<file path="src/rtl/ram_fix_dp.sv">
// Simple dual-port synchronous RAM with byte-lane writes, 1- or 2-cycle read latency,
// selectable read-during-write result and a zeroing sweep after reset or on request.
module ram_fix_dp #(
    parameter int ADDR_WIDTH = 6,
    parameter int DATA_WIDTH = 32,
    parameter int RD_LATENCY = 1,
    parameter int RDW_MODE   = 0
) (
    input  logic                    clk_i,
    input  logic                    rst_ni,
    input  logic                    wr_en_i,
    input  logic [ADDR_WIDTH-1:0]   wr_addr_i,
    input  logic [DATA_WIDTH-1:0]   wr_data_i,
    input  logic [DATA_WIDTH/8-1:0] wr_be_i,
    input  logic                    rd_en_i,
    input  logic [ADDR_WIDTH-1:0]   rd_addr_i,
    output logic [DATA_WIDTH-1:0]   rd_data_o,
    output logic                    rd_valid_o,
    input  logic                    clr_i,
    output logic                    busy_o
);

    localparam int RAM_DEPTH = 1 << ADDR_WIDTH;
    localparam int NB        = DATA_WIDTH / 8;
    localparam logic [ADDR_WIDTH:0] LAST_CNT = (ADDR_WIDTH+1)'(RAM_DEPTH - 1);
    localparam logic [ADDR_WIDTH:0] CNT_ONE  = (ADDR_WIDTH+1)'(1);

    if ((DATA_WIDTH % 8) != 0 || DATA_WIDTH < 8) begin : gen_bad_width
        $error("ram_fix_dp: DATA_WIDTH must be a non-zero multiple of 8");
    end
    if (RD_LATENCY != 1 && RD_LATENCY != 2) begin : gen_bad_latency
        $error("ram_fix_dp: RD_LATENCY must be 1 or 2");
    end

    typedef enum logic {
        INIT,
        IDLE
    } state_e;

    state_e                state_q, state_d;
    logic [ADDR_WIDTH:0]   cnt_q, cnt_d;

    logic [DATA_WIDTH-1:0] mem_q [RAM_DEPTH];

    logic                  ramWe;
    logic [ADDR_WIDTH-1:0] ramAddr;
    logic [DATA_WIDTH-1:0] ramData;
    logic [NB-1:0]         ramBe;

    logic                  rdAccept;
    logic                  wrAccept;
    logic [DATA_WIDTH-1:0] rdWord;

    logic                  valid1_q;
    logic [DATA_WIDTH-1:0] data1_q;

    always_ff @(posedge clk_i or negedge rst_ni) begin
        if (!rst_ni) begin
            state_q <= INIT;
            cnt_q   <= '0;
        end else begin
            state_q <= state_d;
            cnt_q   <= cnt_d;
        end
    end

    // The sweep leaves INIT on the same edge that zeroes the last word.
    always_comb begin
        state_d = state_q;
        cnt_d   = cnt_q;
        unique case (state_q)
            INIT: begin
                cnt_d = cnt_q + CNT_ONE;
                if (cnt_q == LAST_CNT) begin
                    state_d = IDLE;
                end
            end
            IDLE: begin
                if (clr_i) begin
                    state_d = INIT;
                    cnt_d   = '0;
                end
            end
            default: begin
                state_d = INIT;
                cnt_d   = '0;
            end
        endcase
    end

    assign busy_o   = (state_q == INIT);
    assign rdAccept = rd_en_i && (state_q == IDLE);
    assign wrAccept = wr_en_i && (state_q == IDLE);

    always_comb begin
        ramWe   = 1'b0;
        ramAddr = wr_addr_i;
        ramData = wr_data_i;
        ramBe   = wr_be_i;
        if (state_q == INIT) begin
            ramWe   = 1'b1;
            ramAddr = cnt_q[ADDR_WIDTH-1:0];
            ramData = '0;
            ramBe   = '1;
        end else begin
            ramWe   = wr_en_i;
        end
    end

    always_ff @(posedge clk_i) begin
        if (ramWe) begin
            for (int i = 0; i < NB; i++) begin
                if (ramBe[i]) begin
                    mem_q[ramAddr][8*i +: 8] <= ramData[8*i +: 8];
                end
            end
        end
    end

    // In new-data mode a same-address write is merged lane by lane into the read result.
    always_comb begin
        rdWord = mem_q[rd_addr_i];
        if (RDW_MODE == 1 && wrAccept && (wr_addr_i == rd_addr_i)) begin
            for (int i = 0; i < NB; i++) begin
                if (wr_be_i[i]) begin
                    rdWord[8*i +: 8] = wr_data_i[8*i +: 8];
                end
            end
        end
    end

    always_ff @(posedge clk_i or negedge rst_ni) begin
        if (!rst_ni) begin
            valid1_q <= 1'b0;
            data1_q  <= '0;
        end else begin
            valid1_q <= rdAccept;
            if (rdAccept) begin
                data1_q <= rdWord;
            end
        end
    end

    if (RD_LATENCY == 2) begin : gen_lat2
        logic                  valid2_q;
        logic [DATA_WIDTH-1:0] data2_q;

        always_ff @(posedge clk_i or negedge rst_ni) begin
            if (!rst_ni) begin
                valid2_q <= 1'b0;
                data2_q  <= '0;
            end else begin
                valid2_q <= valid1_q;
                if (valid1_q) begin
                    data2_q <= data1_q;
                end
            end
        end

        assign rd_valid_o = valid2_q;
        assign rd_data_o  = data2_q;
    end else begin : gen_lat1
        assign rd_valid_o = valid1_q;
        assign rd_data_o  = data1_q;
    end

endmodule

</file>
<file path="config.mk">
export PLATFORM = sky130hd
export DESIGN_NAME = ram_fix_dp
export DESIGN_NICKNAME = d
export VERILOG_FILES = /design/src/rtl/ram_fix_dp.sv
export SDC_FILE = /design/constraint.sdc
export NUM_CORES = 2
export LEC_CHECK = 0
export CAP_MARGIN = 5
export CORE_UTILIZATION = 40
export CTS_CLUSTER_SIZE = 8
export DETAILED_ROUTE_END_ITERATION = 7
export GPL_TIMING_DRIVEN = 0
export PLACE_DENSITY = 0.59
export SLEW_MARGIN = 20
export SYNTH_ARGS = -nofsm -noshare
export SYNTH_HDL_FRONTEND = slang
export SYNTH_SLANG_ARGS = --single-unit
</file>
<file path="constraint.sdc">
create_clock -name clk_i -period 3.5 [get_ports clk_i]
set_input_delay 0.7 -clock clk_i [delete_from_list [all_inputs] [get_ports clk_i]]
set_output_delay 0.7 -clock clk_i [all_outputs]
set_load 0.005 [all_outputs]
</file>
Word-level counts from Yosys, hierarchy flattened
Memory sizes are Yosys's and may differ from the RTL's. A register that Yosys moved wholly into a read port is not among the register bits.
Index checks and enable logic that the tools add are counted.
- register bits: 9
- memory bits (writable): 2048
- bits of input ports: 53
- output and inout port bits: 34
- memories: 1
- add/sub/neg operators: 1
- eq/ne operators: 2
- mux-type cells: 21
- bitwise logic cells: 1
- reduce and logical (&&, ||, !) cells: 2
- memories (name ; words ; bits a word ; rd ports ; clocked after Yosys merged registers in ; write ports ; line ; text):
    mem_q ; 64 ; 32 ; 1 ; 1 ; 1 ; 43 ; logic [DATA_WIDTH-1:0] mem_q [RAM_DEPTH];
- operators with widths (cell ; count):
    2-to-1 mux 32 bit ; 1
    2-to-1 mux 1 bit ; 15
    case mux 7 bit (2 select lines) ; 1
    adder 7 x 1 -> 7 bit (second input constant) ; 1
    == test 7 x 6 -> 1 bit (second input constant) ; 1
    2-to-1 mux 7 bit ; 1
    2-to-1 mux 6 bit ; 1
    2-to-1 mux 4 bit ; 1
    != test 2 bit (second input constant) ; 1
    case mux 1 bit (2 select lines) ; 1
    logical AND 1 bit ; 1
    zero test 1 bit ; 1
    NOT 1 bit ; 1

Logic depth before layout (Yosys ltp)
- word-level depth: 4
- mapped depth: 10

Worst setup path after synthesis
No wires, ideal clock.
- path kind: input -> register
- start point: in rd_addr_i[2]
- end point: reg data1_q[17], in the netlist rd_data_o[17], read port of mem_q
- data arrival time: 2.508 ns
- required time: 3.374 ns
- slack: 0.866 ns
- cell stages on the path: 8
- buffers on the path: 4
- cells stage by stage: buf_2 -> buf_2 -> buf_2 -> buf_1 -> mux4_2 -> a22oi_1 -> nand4_1 -> a221o_1
- RTL lines (what ; line ; text):
    from (decl) ; 16 ; input logic [ADDR_WIDTH-1:0] rd_addr_i,
    to (decl) ; 55 ; logic [DATA_WIDTH-1:0] data1_q;

Worst setup path after layout
- start point: reg state_q
- end point: mem mem_q[30][20], enable pin
- word-level cells in the longest chain between the ends: 4
- ends and longest elaborated chain (what ; line ; text):
    from (decl) ; 40 ; state_e state_q, state_d;
    from (signal assigned) ; 62 ; state_q <= state_d;
    2-to-1 mux 4 bit ; 100 ; if (state_q == INIT) begin
    2-to-1 mux 1 bit ; 113 ; if (ramBe[i]) begin
    2-to-1 mux 1 bit ; 111 ; if (ramWe) begin
    2-to-1 mux 1 bit (not written as such) ; 114 ; mem_q[ramAddr][8*i +: 8] <= ramData[8*i +: 8];
    to (decl) ; 43 ;
Parallel ways exist; a longest one is shown, timed or not.

==> results.ini <==
[grt]
grt_pass1_vias = 41900
grt_overflow = 0
gr-usage-met1_pct = 27.1
use_met2_pct = 37.1
grt_use_met3_pct = 3.95
grt_usage_pct = 21.8
grt_max_degree = 65
grt.busiest_layer = met2
antenna_found_initial = 5
grt_pass1_wl_um = 313000

[min_path]
hp-class = input port to flop
hp-start = clr_i

[timing]
slew_violations = 0
setup_violations = 371
setup_slack_ps = -165
hold_ws_ps = 202
finalHoldViolations = 0
finalCriticalPeriod_ps = 3660
relSlewSlack_pct = 2.78
max_freq_ghz = 0.273
rsz0062_at_grt = true
fin_crit_sh_pct = 105
clock_skew_ps = 46.0
worst_pin_slew_ps = 1460

[detailed_routing]
wire_per_inst_um = 31.3
drc = 0
wl_um = 223000
firstDrtPassIters = 6
viasPerCell = 5.75
vias = 41000
drt_iter0_drc = 4807
drtAntennaViolNets = 0

[die]
dieHeight_um = 451
num_rows = 164
boundaryPins = 87
initial_utilization_pct = 40.3
core_area_um2 = 200000
die_w_um = 451
dieArea_um2 = 204000

[worst_setup_path]
reg2reg_from = state_q
critPathMaxStageDelay_ps = 740
crit_slowest_cell = nand3_1
cp.arrival_ps = 4180
crit_chain = buf_2 > buf_1 > a32o_1 > clkbuf_1 > nand3_1 > nor2_2
setup.worst_path.class = flop to flop
cp-end-kind = flop
required_ps = 4010
critPathLaunchType = flop
startpoint = state_q
critical_path.max_fanout = 10

[clock_tree]
numCtsBuffers = 311
clk_root_buffer_cell = clkbuf_16
clkSinkCount = 2089
cts_tree = yes
clk_pin_slew_ps = 50
clock_path_buffers = 4
clk_latency_ps = 930
htreeDepth = 5

[final_layout]
fin_nets = 4429
syn_to_final_growth_pct = 17.2
layout-drive-gt1-share_pct = 25.9
nFillCells = 16500
ff_latch_area_um2 = 62500
multiInputGateArea_um2 = 18000

[yosys]
syn_nets = 4013
syn-instance-count = 3959
ys_types = 44
ys_ff_latch = 2089
avgSynthCellArea_um2 = 20.4
synth_async_sr_flop_share_pct = 1.96
synth-edff-count = 2048
yosysWarnings = 0
seq_area_frac_synth_pct = 77.5
synth_flop_cell = edfxtp_1
synth_area_um2 = 80700

[placement]
io_buffers = 84
place_ws_ps = -1680
globalplace.congestion = 0.874
dp_hpwl_um = 152000

[pwr]
p_per_area_nw_per_um2 = 681
ir_worst_vdd_mv = 0.403
p_leak_nw = 30.5

[status]
status = finished with violations
violations = setup timing

[run]
maxCapViolCount = 0

-- state kept, by name, summed over array words and instances (netlist names) --
signal and cells:
mem_q 2048, rd_valid_o 1, state_q 1, cnt_q 7, rd_data_o 32
-- power breakdown --
group | internal (W) | switching [W]
combinational | 0.00213 | 0.00576
sequential | 0.0295 | 0.000678
clock | 0.0163 | 0.0100
total | 0.0479 | 0.0165
-- layout make-up --
type	instances	share of cell area, %
clock inverter	5	0.0542
buffer	235	1.30
clock buffer	401	8.78
sequential	2089	66.1
tap	2656	3.51
antenna	1	0.00264
inverter	3	0.0119
multi-input combinational	1633	19.0
timing repair buffer	102	1.25
-- worst paths after layout --
kind | end | slack [ps] | cells past startpoint
max | mem_q[30][20] | -160 | 6
min | state_q | 200 | 2
max reg2reg | mem_q[30][20] | -160 | 6
min reg2reg | state_q | 510 | 1
max in group asynchronous | rd_data_o[3] | 2710 | 3
min in group asynchronous | rd_data_o[31] | 250 | 2
-- through the flow --
stage	instances	TNS (ps)	instance area (um2)	total power, W	utilization (%)
final	7125	-16790	94600	0.0644	47.3
after global placement	6699	-3694100	84900	0.0376	42.4
after CTS	7120	-171680	94200	0.0644	47.1
after detailed placement	6712	-1895370	85300	0.0378	42.6
after floorplan	3959	0	80700	0.0339	-
after global routing	7124	-46540	94600	0.0660	47.3
-- layout by cell type (no fill, tap or decap), types with 73 or more instances in the layout --
cell,n
nand2_1,73
nand3_1,76
edfxtp_1,2048
mux2i_1,291
a22oi_1,160
clkbuf_16,320
clkbuf_1,161
buf_2,82
nor2_2,179
mux4_2,384
clkdlybuf4s50_1,83
-- layer usage --
metal | up-vias | share of wire (%)
li1 | 17200 | -
met5 | - | 0.0076
met2 | 1646 | 51
met1 | 21700 | 38
met4 | 2 | 4.3
met3 | 407 | 6.4
-- logic make-up after synthesis --
logic type,Yosys count,share of synthesized area (%)
multiplexers,679,14.4
flip-flops,2089,77.5
AND/OR/NAND/NOR,584,3.34
buffers and inverters,238,1.47
XOR/XNOR,4,0.0434
adder cells (fa/ha/maj),1,0.0155
AO/OA/AOI/OAI,364,3.30
-- worst max-delay path: cells and delay by family, from the launching register on --
kind                   cells  cell delay [ps]
DFF                        1              310
AOI/OAI and AO/OA          1              240
and+or+nand+nor            2             1440
buffers and inverters      3             1270
-- Yosys cell counts, drive strengths merged (2+ instances only) --
cell type | count | area [um2]
clkbuf | 101 | 379
dfrtp | 41 | 1030
o31ai | 2 | 20.0
buf | 134 | 795
or2 | 2 | 12.5
nor2 | 263 | 995
mux2i | 292 | 2920
mux4 | 384 | 8650
nor2b | 36 | 225
nand4 | 32 | 200
and2 | 35 | 219
xor2 | 2 | 17.5
or3 | 34 | 213
nand2 | 80 | 300
a22oi | 160 | 1200
mux2 | 3 | 33.8
a221o | 32 | 320
xnor2 | 2 | 17.5
a211oi | 62 | 465
o2bb2ai | 2 | 17.5
or3b | 2 | 17.5
o32ai | 2 | 25.0
o22ai | 68 | 425
edfxtp | 2048 | 61500
nand3 | 95 | 475
inv | 2 | 7.51
a21oi | 32 | 160
-- timing repair --
item	CTS	global route
setup endpoints to repair	2037	1446
resized for setup	221	105
pin swaps	1	2
hold buffers	1	0
cloned	1	0
setup buffers	0	4
hold endpoints to repair	20	0
Note: power is estimated with default switching activity, not from simulation.
